## src/rtl/lsu_mem_arbiter.sv

```systemverilog
// Two-lane load/store arbiter onto a single-port RAM. Conflicts are served over
// two cycles with a stall; both lanes' load data are then returned together.
module lsu_mem_arbiter #(
    parameter int ADDR_W = 32,
    parameter int DATA_W = 32
) (
    input  logic              clk,
    input  logic              rst,
    input  logic [ADDR_W-1:0] l0_wr_addr,
    input  logic [DATA_W-1:0] l0_wr_data,
    input  logic              l0_wr_en,
    input  logic [ADDR_W-1:0] l0_rd_addr,
    input  logic              l0_rd_en,
    output logic [DATA_W-1:0] l0_rd_data,
    input  logic [ADDR_W-1:0] l1_wr_addr,
    input  logic [DATA_W-1:0] l1_wr_data,
    input  logic              l1_wr_en,
    input  logic [ADDR_W-1:0] l1_rd_addr,
    input  logic              l1_rd_en,
    output logic [DATA_W-1:0] l1_rd_data,
    output logic [ADDR_W-1:0] ram_addr,
    output logic [DATA_W-1:0] ram_wr_data,
    output logic              ram_wr_en,
    output logic              ram_rd_en,
    input  logic [DATA_W-1:0] ram_rd_data,
    output logic              mem_stall
);

    typedef enum logic {IDLE, SECOND} state_t;

    state_t            state;
    logic              prio;
    logic              served;
    logic              rd_v;
    logic              rd_ln;
    logic              hold_v;
    logic              hold_ln;
    logic [DATA_W-1:0] hold_data;

    logic              act0, act1;
    logic              gnt_v, gnt_ln;
    logic              g_we, g_re;
    logic [ADDR_W-1:0] g_wa, g_ra;
    logic [DATA_W-1:0] g_wd;

    assign act0 = l0_wr_en | l0_rd_en;
    assign act1 = l1_wr_en | l1_rd_en;

    always_comb begin
        gnt_v     = 1'b0;
        gnt_ln    = 1'b0;
        mem_stall = 1'b0;
        if (!rst) begin
            case (state)
                IDLE: begin
                    if (act0 && act1) begin
                        gnt_v     = 1'b1;
                        gnt_ln    = prio;
                        mem_stall = 1'b1;
                    end else if (act0) begin
                        gnt_v  = 1'b1;
                        gnt_ln = 1'b0;
                    end else if (act1) begin
                        gnt_v  = 1'b1;
                        gnt_ln = 1'b1;
                    end
                end
                SECOND: begin
                    gnt_ln = ~served;
                    gnt_v  = served ? act0 : act1;
                end
                default: ;
            endcase
        end
    end

    assign g_we = gnt_ln ? l1_wr_en   : l0_wr_en;
    assign g_re = gnt_ln ? l1_rd_en   : l0_rd_en;
    assign g_wa = gnt_ln ? l1_wr_addr : l0_wr_addr;
    assign g_ra = gnt_ln ? l1_rd_addr : l0_rd_addr;
    assign g_wd = gnt_ln ? l1_wr_data : l0_wr_data;

    // A store wins over a load requested on the same lane in the same cycle.
    assign ram_wr_en   = gnt_v & g_we;
    assign ram_rd_en   = gnt_v & ~g_we & g_re;
    assign ram_addr    = !gnt_v ? '0 : (g_we ? g_wa : g_ra);
    assign ram_wr_data = ram_wr_en ? g_wd : '0;

    always_ff @(posedge clk or posedge rst) begin
        if (rst) begin
            state     <= IDLE;
            prio      <= 1'b0;
            served    <= 1'b0;
            rd_v      <= 1'b0;
            rd_ln     <= 1'b0;
            hold_v    <= 1'b0;
            hold_ln   <= 1'b0;
            hold_data <= '0;
        end else begin
            rd_v   <= ram_rd_en;
            rd_ln  <= gnt_ln;
            hold_v <= 1'b0;
            case (state)
                IDLE: begin
                    if (mem_stall) begin
                        served <= prio;
                        state  <= SECOND;
                    end
                end
                SECOND: begin
                    prio  <= ~served;
                    state <= IDLE;
                    // The first lane's load data arrives now; park it one cycle so
                    // it lines up with the second lane's data.
                    if (rd_v && (rd_ln == served)) begin
                        hold_v    <= 1'b1;
                        hold_ln   <= served;
                        hold_data <= ram_rd_data;
                    end
                end
                default: state <= IDLE;
            endcase
        end
    end

    assign l0_rd_data = (hold_v && !hold_ln) ? hold_data :
                        (rd_v && !rd_ln)     ? ram_rd_data : '0;
    assign l1_rd_data = (hold_v && hold_ln)  ? hold_data :
                        (rd_v && rd_ln)      ? ram_rd_data : '0;

endmodule

```

## config.mk

```make
export PLATFORM = sky130hd
export DESIGN_NAME = lsu_mem_arbiter
export DESIGN_NICKNAME = d
export VERILOG_FILES = /design/src/rtl/lsu_mem_arbiter.sv
export SDC_FILE = /design/constraint.sdc
export NUM_CORES = 1
export LEC_CHECK = 0
export ABC_AREA = 1
export CAP_MARGIN = 20
export CELL_PAD_IN_SITES_DETAIL_PLACEMENT = 0
export CELL_PAD_IN_SITES_GLOBAL_PLACEMENT = 1
export CORE_MARGIN = 2
export CORE_UTILIZATION = 18
export CTS_CLUSTER_SIZE = 24
export DETAILED_ROUTE_END_ITERATION = 16
export GPL_TIMING_DRIVEN = 0
export PLACE_DENSITY_LB_ADDON = 0.05
export SYNTH_ARGS = -nofsm -noshare
export SYNTH_HDL_FRONTEND = slang
export SYNTH_SLANG_ARGS = --single-unit
```

## constraint.sdc

```tcl
create_clock -name clk -period 2.1 [get_ports clk]
set_clock_uncertainty 0.2 [all_clocks]
set_input_delay 0.42 -clock clk [delete_from_list [all_inputs] [get_ports clk]]
set_output_delay 0.42 -clock clk [all_outputs]
set_load 0.03 [all_outputs]
```

==> flow_summary_export.csv, run 1 <==
group,metric,value,unit
pwr,power_frac_seq,18.9,%
outcome,violations,"setup timing",
floorplan,floorplan.initialDensity,18.4,%
yosys,yosysSeqAreaShare,21.7,%
pwr,switching_share,43.7,%
clock_network,hold_buffers,0,
clock_network,htreeDepth,2,
clock_network,cts_buffers,5,
yosys,ys.flop_type,"dfrtp_1",
drt,final_antenna_net_count,0,
grt,grt_pass1_wl,38.8,mm
yosys,syn_area_per_cell,5.40,um^2
cells_and_area,design_area,11300,um^2
sta,setup_ws,-0.472,ns
grt,grt.total_usage,18.8,%
pwr,p_comb_share,67.3,%
pwr,clock_power_share,13.9,%
yosys,synth_edf_count,0,
yosys,syn_nets,1064,
drt,vias_per_cell,4.55,
cells_and_area,syn_to_final_growth,150,%
placement,gp_congestion,0.799,
yosys,synth_common_cells,"nand2_1, nand3_1, o21ai_0, inv_1, nand4_1",
grt,grt_max_degree,21,
critical_path,arrival,1.95,ns
sta,finalMaxSlewViolations,0,
clock_network,clk_path_buf_depth,2,
clock_network,clkLatencyLatePin,0.28,ns
critical_path,critical_path.max_fanout,5,
sta,layout_min_cycle_time,2.57,ns
sta,fmax,0.389,GHz
pwr,powerDensity,566,nW/um^2
drt,detail_route.wl_per_cell,17.7,um
cells_and_area,fin_nets,1491,
drt,drtPass1Iterations,5,
floorplan,core_region_area,24500,um^2
cells_and_area,fillers,2507,
placement,portBuffers,360,
floorplan,die_x,162,um
drt,vias,7250,
yosys,yosysWarnings,0,
sta,finalHoldViolations,0,
yosys,synthTopCellsByArea,"nand2_1, dfrtp_1, nand3_1, o21ai_0, nand4_1",
yosys,synth.distinct_cells,17,
critical_path,critical_path_class,"flip-flop to output port",
sta,holdWs,0.0388,ns
floorplan,die_h,162,um
drt,drc,0,
cells_and_area,drive_gt1_share,42.1,%
yosys,synth_seq_cells,39,
job,maxCapViolCount,0,
pwr,p_leak,5.20,nW
clock_network,clk_pin_slew_worst_paths,0.07,ns
floorplan,ios,361,
critical_path,cp-start-kind,"flip-flop",
grt,antenna_found_initial,7,
critical_path,worstPathRequired,1.48,ns
pwr,power.switching,2.79,mW
drt,wirelength,28.1,mm
yosys,synth_area_leader_cell,"nand2_1",
clock_network,cts_root_buf,"clkbuf_16",
yosys,syn_area,4510,um^2
cells_and_area,instances_no_fill,1592,
yosys,syn-instance-count,834,
drt,drt_iter0_drc,335,
yosys,synth_most_common_cell,"nand2_1",
pwr,peakVddDrop,0.338,mV
sta,final-setup-viol-count,103,
sta,worstMarginPinSlew,0.600,ns
sta,period_share,122,%
sta,relSlewSlack,59.8,%
outcome,status,"finished with violations",
clock_network,clock-sinks,39,
placement,dpl_worst_slack,-1.60,ns
pwr,p_int,3.59,mW
yosys,synthDominantCellAreaShare,25.3,%
min_path,hold_class,"primary input to async pin",
placement,place_area,8530,um^2
sta,rsz0062_at_grt,"yes",
critical_path,end_kind,"output port",
yosys,async_flop_share,100,%
clock_network,cts_tree,"built",
floorplan,rows,57,
grt,grt_pass1_vias,6717,
floorplan,dieArea,26300,um^2
grt,overflow,0,
placement,dp_cells,1518,
placement,hpwl,20.4,mm
## through the flow
stage / total power, mW / utilization [%] / setup TNS, ns
after floorplan: 2.90 / - / -4.84
after global placement: 4.28 / 34.9 / -136.33
after detailed placement: 4.27 / 34.9 / -136.62
after CTS: 5.60 / 38.1 / -26.22
after global routing: 6.81 / 46.1 / -39.72
final: 6.38 / 46.1 / -30.54
## layer usage
metal  vias to the layer above  GRT usage (%)  share of wire [%]
li1                       3618              -                  -
met1                      3386           23.3                 42
met2                       229           33.2                 51
met4                         2           2.90               0.73
met5                         -              0              0.046
met3                        15           4.72                6.4
## registers in the layout, indices dropped and copies added, names as in the netlist
register and flops:
hold_data 32, hold_ln 1, hold_v 1, prio 1, rd_ln 1, rd_v 1
served 1, state 1
## area by class of cell
type                       instances  area [um^2]  area share (%)
inverter                          78          314            2.78
antenna                            6         15.0           0.133
sequential                        39          981            8.69
multi-input combinational        644         3990            35.4
clock buffer                       5          125            1.11
tap                              324          405            3.59
buffer                            75          917            8.13
timing repair buffer             416         4480            39.7
timing repair inverter             2         10.0          0.0887
clock inverter                     3         43.8           0.388
## worst max-delay path, stage by stage, from the launching register on
cell       delay (ns)
dfrtp_2          0.46
a21oi_4          0.24
nand3_4          0.13
buf_12           0.16
clkbuf_16        0.16
buf_8            0.14
nand2_2          0.06
nand2_2          0.05
nand3_2          0.07
nand2_2          0.05
buf_6            0.13
## what timing repair did
item | CTS | global route
buffers inserted | 16 | 15
endpoints found under the setup margin | 134 | 131
pin swaps | 17 | 75
gates cloned | 4 | 24
gates resized for setup | 1077 | 414
## worst paths after layout
path / slack [ns] / to / start / cells after the start
setup / recovery: -0.47 / ram_addr[25] / state / 10
hold / removal: 0.04 / hold_data[19] / rst / 2
setup reg to reg: 0.12 / hold_data[23] / rd_ln / 9
hold reg to reg: 0.36 / served / prio / 2
max in group asynchronous: 1.25 / hold_data[0] / rst / 3
min in group clk: 0.36 / served / prio / 2
## power by group through the flow
stage / clock, mW / sequential, mW / combinational [mW]
after floorplan: 0 / 1.17 / 1.73
after global placement: 0 / 1.19 / 3.09
after detailed placement: 0 / 1.19 / 3.08
after CTS: 0.903 / 1.19 / 3.50
after global routing: 0.943 / 1.24 / 4.63
final: 0.886 / 1.20 / 4.29
## cells in the final DEF, fill, tap and decap left out, types with 2 or more instances in the layout
master,count
nand2_2,81
diode_2,6
buf_12,13
buf_8,24
clkbuf_16,27
nor2_2,7
nand2_8,3
buf_6,94
buf_2,3
clkinvlp_2,2
dfrtp_1,35
nand3_1,47
inv_2,13
clkbuf_8,3
nand3_2,75
buf_4,92
o21ai_2,32
nand2_1,205
o21ai_0,33
clkbuf_1,2
nor2_1,21
clkdlybuf4s50_1,224
clkbuf_4,7
o21ai_1,33
nand3_4,9
nor2_4,10
dlygate4sd2_1,4
dfrtp_2,4
nand4_1,65
buf_16,3
inv_1,61
inv_4,2
nand2_4,19
## cells by family after synthesis
| kind of cell | Yosys count | synth area share, % |
|---|---|---|
| flops | 39 | 21.7 |
| simple gates | 540 | 52.5 |
| buf+inv | 153 | 14.4 |
| compound gates | 102 | 11.5 |
No activity file was read; power rests on OpenSTA's default activity.
==> run 2: changes to the inputs <==
Settings changed: PLACE_DENSITY from default to 0.81, PLACE_DENSITY_LB_ADDON 0.05 to default.
==> run 2 against run 1 <==
The flow still finishes with violations (setup timing). Register-to-register slack gained 0.09 ns. Maximum frequency shrank 0.30%. Worst setup slack lost 0.0077 ns. Final cell count shrank 1.8%. Clock-buffer cell count is the same. First-iteration DRC count grew 52%. Worst hold slack gained 0.17 ns. Combinational power shrank 15%. Wire length shrank 9.8%. Clock power shrank 2.5%. Die area is the same. Critical path type unchanged. Highest routed layer unchanged.
==> flow_summary_export.csv, run 2 (same netlist as run 1, synthesis figures left out) <==
group,metric,value,unit
floorplan,die_x,162,um
sta,relSlewSlack,36.1,%
pwr,power_frac_seq,21.0,%
placement,gp_congestion,0.847,
pwr,powerDensity,590,nW/um^2
critical_path,cp_common_cell,"nand2_1",
cells_and_area,multi_input_area,3270,um^2
cells_and_area,layout_commonest_cell,"nand2_1",
outcome,status,"finished with violations",
sta,fmax,0.388,GHz
grt,antenna_found_initial,5,
critical_path,slowest_delay,0.46,ns
pwr,peakVddDrop,0.354,mV
critical_path,slowest_stage,"dfrtp_2",
drt,detail_route.wl_per_cell,16.2,um
floorplan,floorplan.initialDensity,18.4,%
critical_path,crit_family,"buffers and inverters",
cells_and_area,finish.utilization,39.7,%
pwr,total_power,5.73,mW
critical_path,arrival,1.96,ns
clock_network,hold_buffers,0,
clock_network,clk_pin_slew_worst_paths,0.06,ns
outcome,violations,"setup timing",
cells_and_area,largest_reg_flops,32,
drt,drc,0,
sta,finalHoldViolations,0,
sta,worstMarginPinSlew,0.953,ns
drt,drtPass1Iterations,6,
drt,wirelength,25.4,mm
job,maxCapViolCount,0,
sta,final-setup-viol-count,78,
drt,vias,7154,
grt,overflow,0,
floorplan,rows,57,
grt,grt_pass1_wl,37.0,mm
critical_path,worstReg2RegEnd,"hold_data[9]",
sta,setup_ws,-0.480,ns
clock_network,cts_tree,"built",
drt,drt_iter0_drc,509,
sta,rsz0062_at_grt,"yes",
clock_network,cts_buffers,5,
drt,vias_per_cell,4.58,
critical_path,r2r_start,"served",
placement,dpl_worst_slack,-1.60,ns
sta,layout_min_cycle_time,2.58,ns
grt,grt_pass1_vias,6703,
min_path,hold_class,"primary input to async pin",
critical_path,worstPathRequired,1.48,ns
critical_path,critical_path_class,"flip-flop to output port",
floorplan,die_h,162,um
drt,final_antenna_net_count,0,
clock_network,clkLatencyLatePin,0.27,ns
clock_network,htreeDepth,2,
placement,portBuffers,360,
pwr,p_leak,4.73,nW
critical_path,reg2reg_slack,0.21,ns
cells_and_area,layout_common_cells,"nand2_1, clkdlybuf4s50_1, buf_4",
critical_path,cp-start-kind,"flip-flop",
sta,holdWs,0.205,ns
cells_and_area,design_area,9700,um^2
placement,hpwl,19.4,mm
sta,finalMaxSlewViolations,0,
clock_network,clock-sinks,39,
cells_and_area,register_area,981,um^2
pwr,p_comb_share,63.9,%
grt,grt_max_degree,21,
pwr,clock_power_share,15.1,%
clock_network,cts_root_buf,"clkbuf_16",
clock_network,clk_path_buf_depth,2,
critical_path,critical_path.max_fanout,10,
cells_and_area,fillers,2642,
floorplan,dieArea,26300,um^2
cells_and_area,largest_register,"hold_data",
pwr,switching_share,43.9,%
cells_and_area,drive_gt1_share,27.8,%
pwr,power.switching,2.52,mW
floorplan,core_region_area,24500,um^2
critical_path,crit_path_cell_trace,"a21oi_4 -> buf_6 -> buf_4 -> nand4_1 -> nand2_1 -> nand3_1 -> nand2_1 -> buf_2",
grt,grt.total_usage,17.6,%
sta,period_share,123,%
critical_path,crit_buf_inv,3,
placement,place_area,8530,um^2
critical_path,end_kind,"output port",
cells_and_area,syn_to_final_growth,115,%
critical_path,r2r_cells,8,
floorplan,ios,361,
cells_and_area,fin_nets,1466,
pwr,p_int,3.21,mW
-- run 2: stage by stage --
step | std cells | setup TNS [ns]
after floorplan | 834 | -4.84
after global placement | 1518 | -132.82
after detailed placement | 1518 | -134.60
after CTS | 1544 | -27.02
after global routing | 1562 | -36.44
final | 1563 | -27.30
-- run 2: power groups by stage --
stage               combinational [mW]  clock [mW]  sequential (mW)
floorplan                         1.73           0             1.17
global placement                  3.06           0             1.19
detailed placement                3.08           0             1.20
CTS                               3.36       0.891             1.20
global route                      3.98       0.918             1.24
finish                            3.66       0.864             1.21
-- run 2: worst max-delay path by stage --
stage | startpoint | end | slack (ns) | cells after the start
after detailed placement | l0_rd_en | ram_addr[31] | -1.60 | 11
after floorplan | l1_wr_en | ram_wr_data[10] | -0.15 | 8
after CTS | served | ram_addr[17] | -0.46 | 8
after global placement | l0_rd_en | ram_addr[31] | -1.58 | 11
final | state | ram_addr[21] | -0.48 | 8
after global routing | state | ram_addr[17] | -0.59 | 8
-- run 2: cell type report --
class                      count  share of cell area (%)
multi-input combinational    644                    33.7
antenna                        2                  0.0516
timing repair inverter         3                   0.193
inverter                      78                    3.24
buffer                        75                    8.18
clock buffer                   5                    1.29
clock inverter                 3                   0.451
tap                          324                    4.18
timing repair buffer         390                    38.6
sequential                    39                    10.1
-- run 2: worst reg2reg max path: cells and delay by family (launching register included) --
kind            cells  cell delay, ns
simple gates        4            0.44
compound gates      1            0.08
flops               1            0.44
buf+inv             3            0.66
-- run 2: repair_timing --
| item | in CTS | in global routing |
|---|---|---|
| endpoints found under the setup margin | 134 | 131 |
| pin swaps | 13 | 6 |
| cloned | 6 | 8 |
| hold endpoints to repair | 0 | 0 |
| resized for setup | 1023 | 174 |
| buffers inserted | 12 | 9 |
-- run 2: layer usage --
metal  GRT usage (%)  part of all wire [%]  vias to the layer above
li1                -                     -                     3549
met1            22.2                    41                     3266
met2            31.0                    49                      291
met3            3.52                   7.5                       44
met4            3.62                   2.0                        4
met5               0                  0.11                        -
==> run 3: changes to the inputs <==
Settings changed: CTS_BUF_LIST from default to sky130_fd_sc_hd__clkbuf_8 sky130_fd_sc_hd__clkbuf_16.
==> results of run 3 <==
Final layout, timing and power as in run 2 (identical DEF).
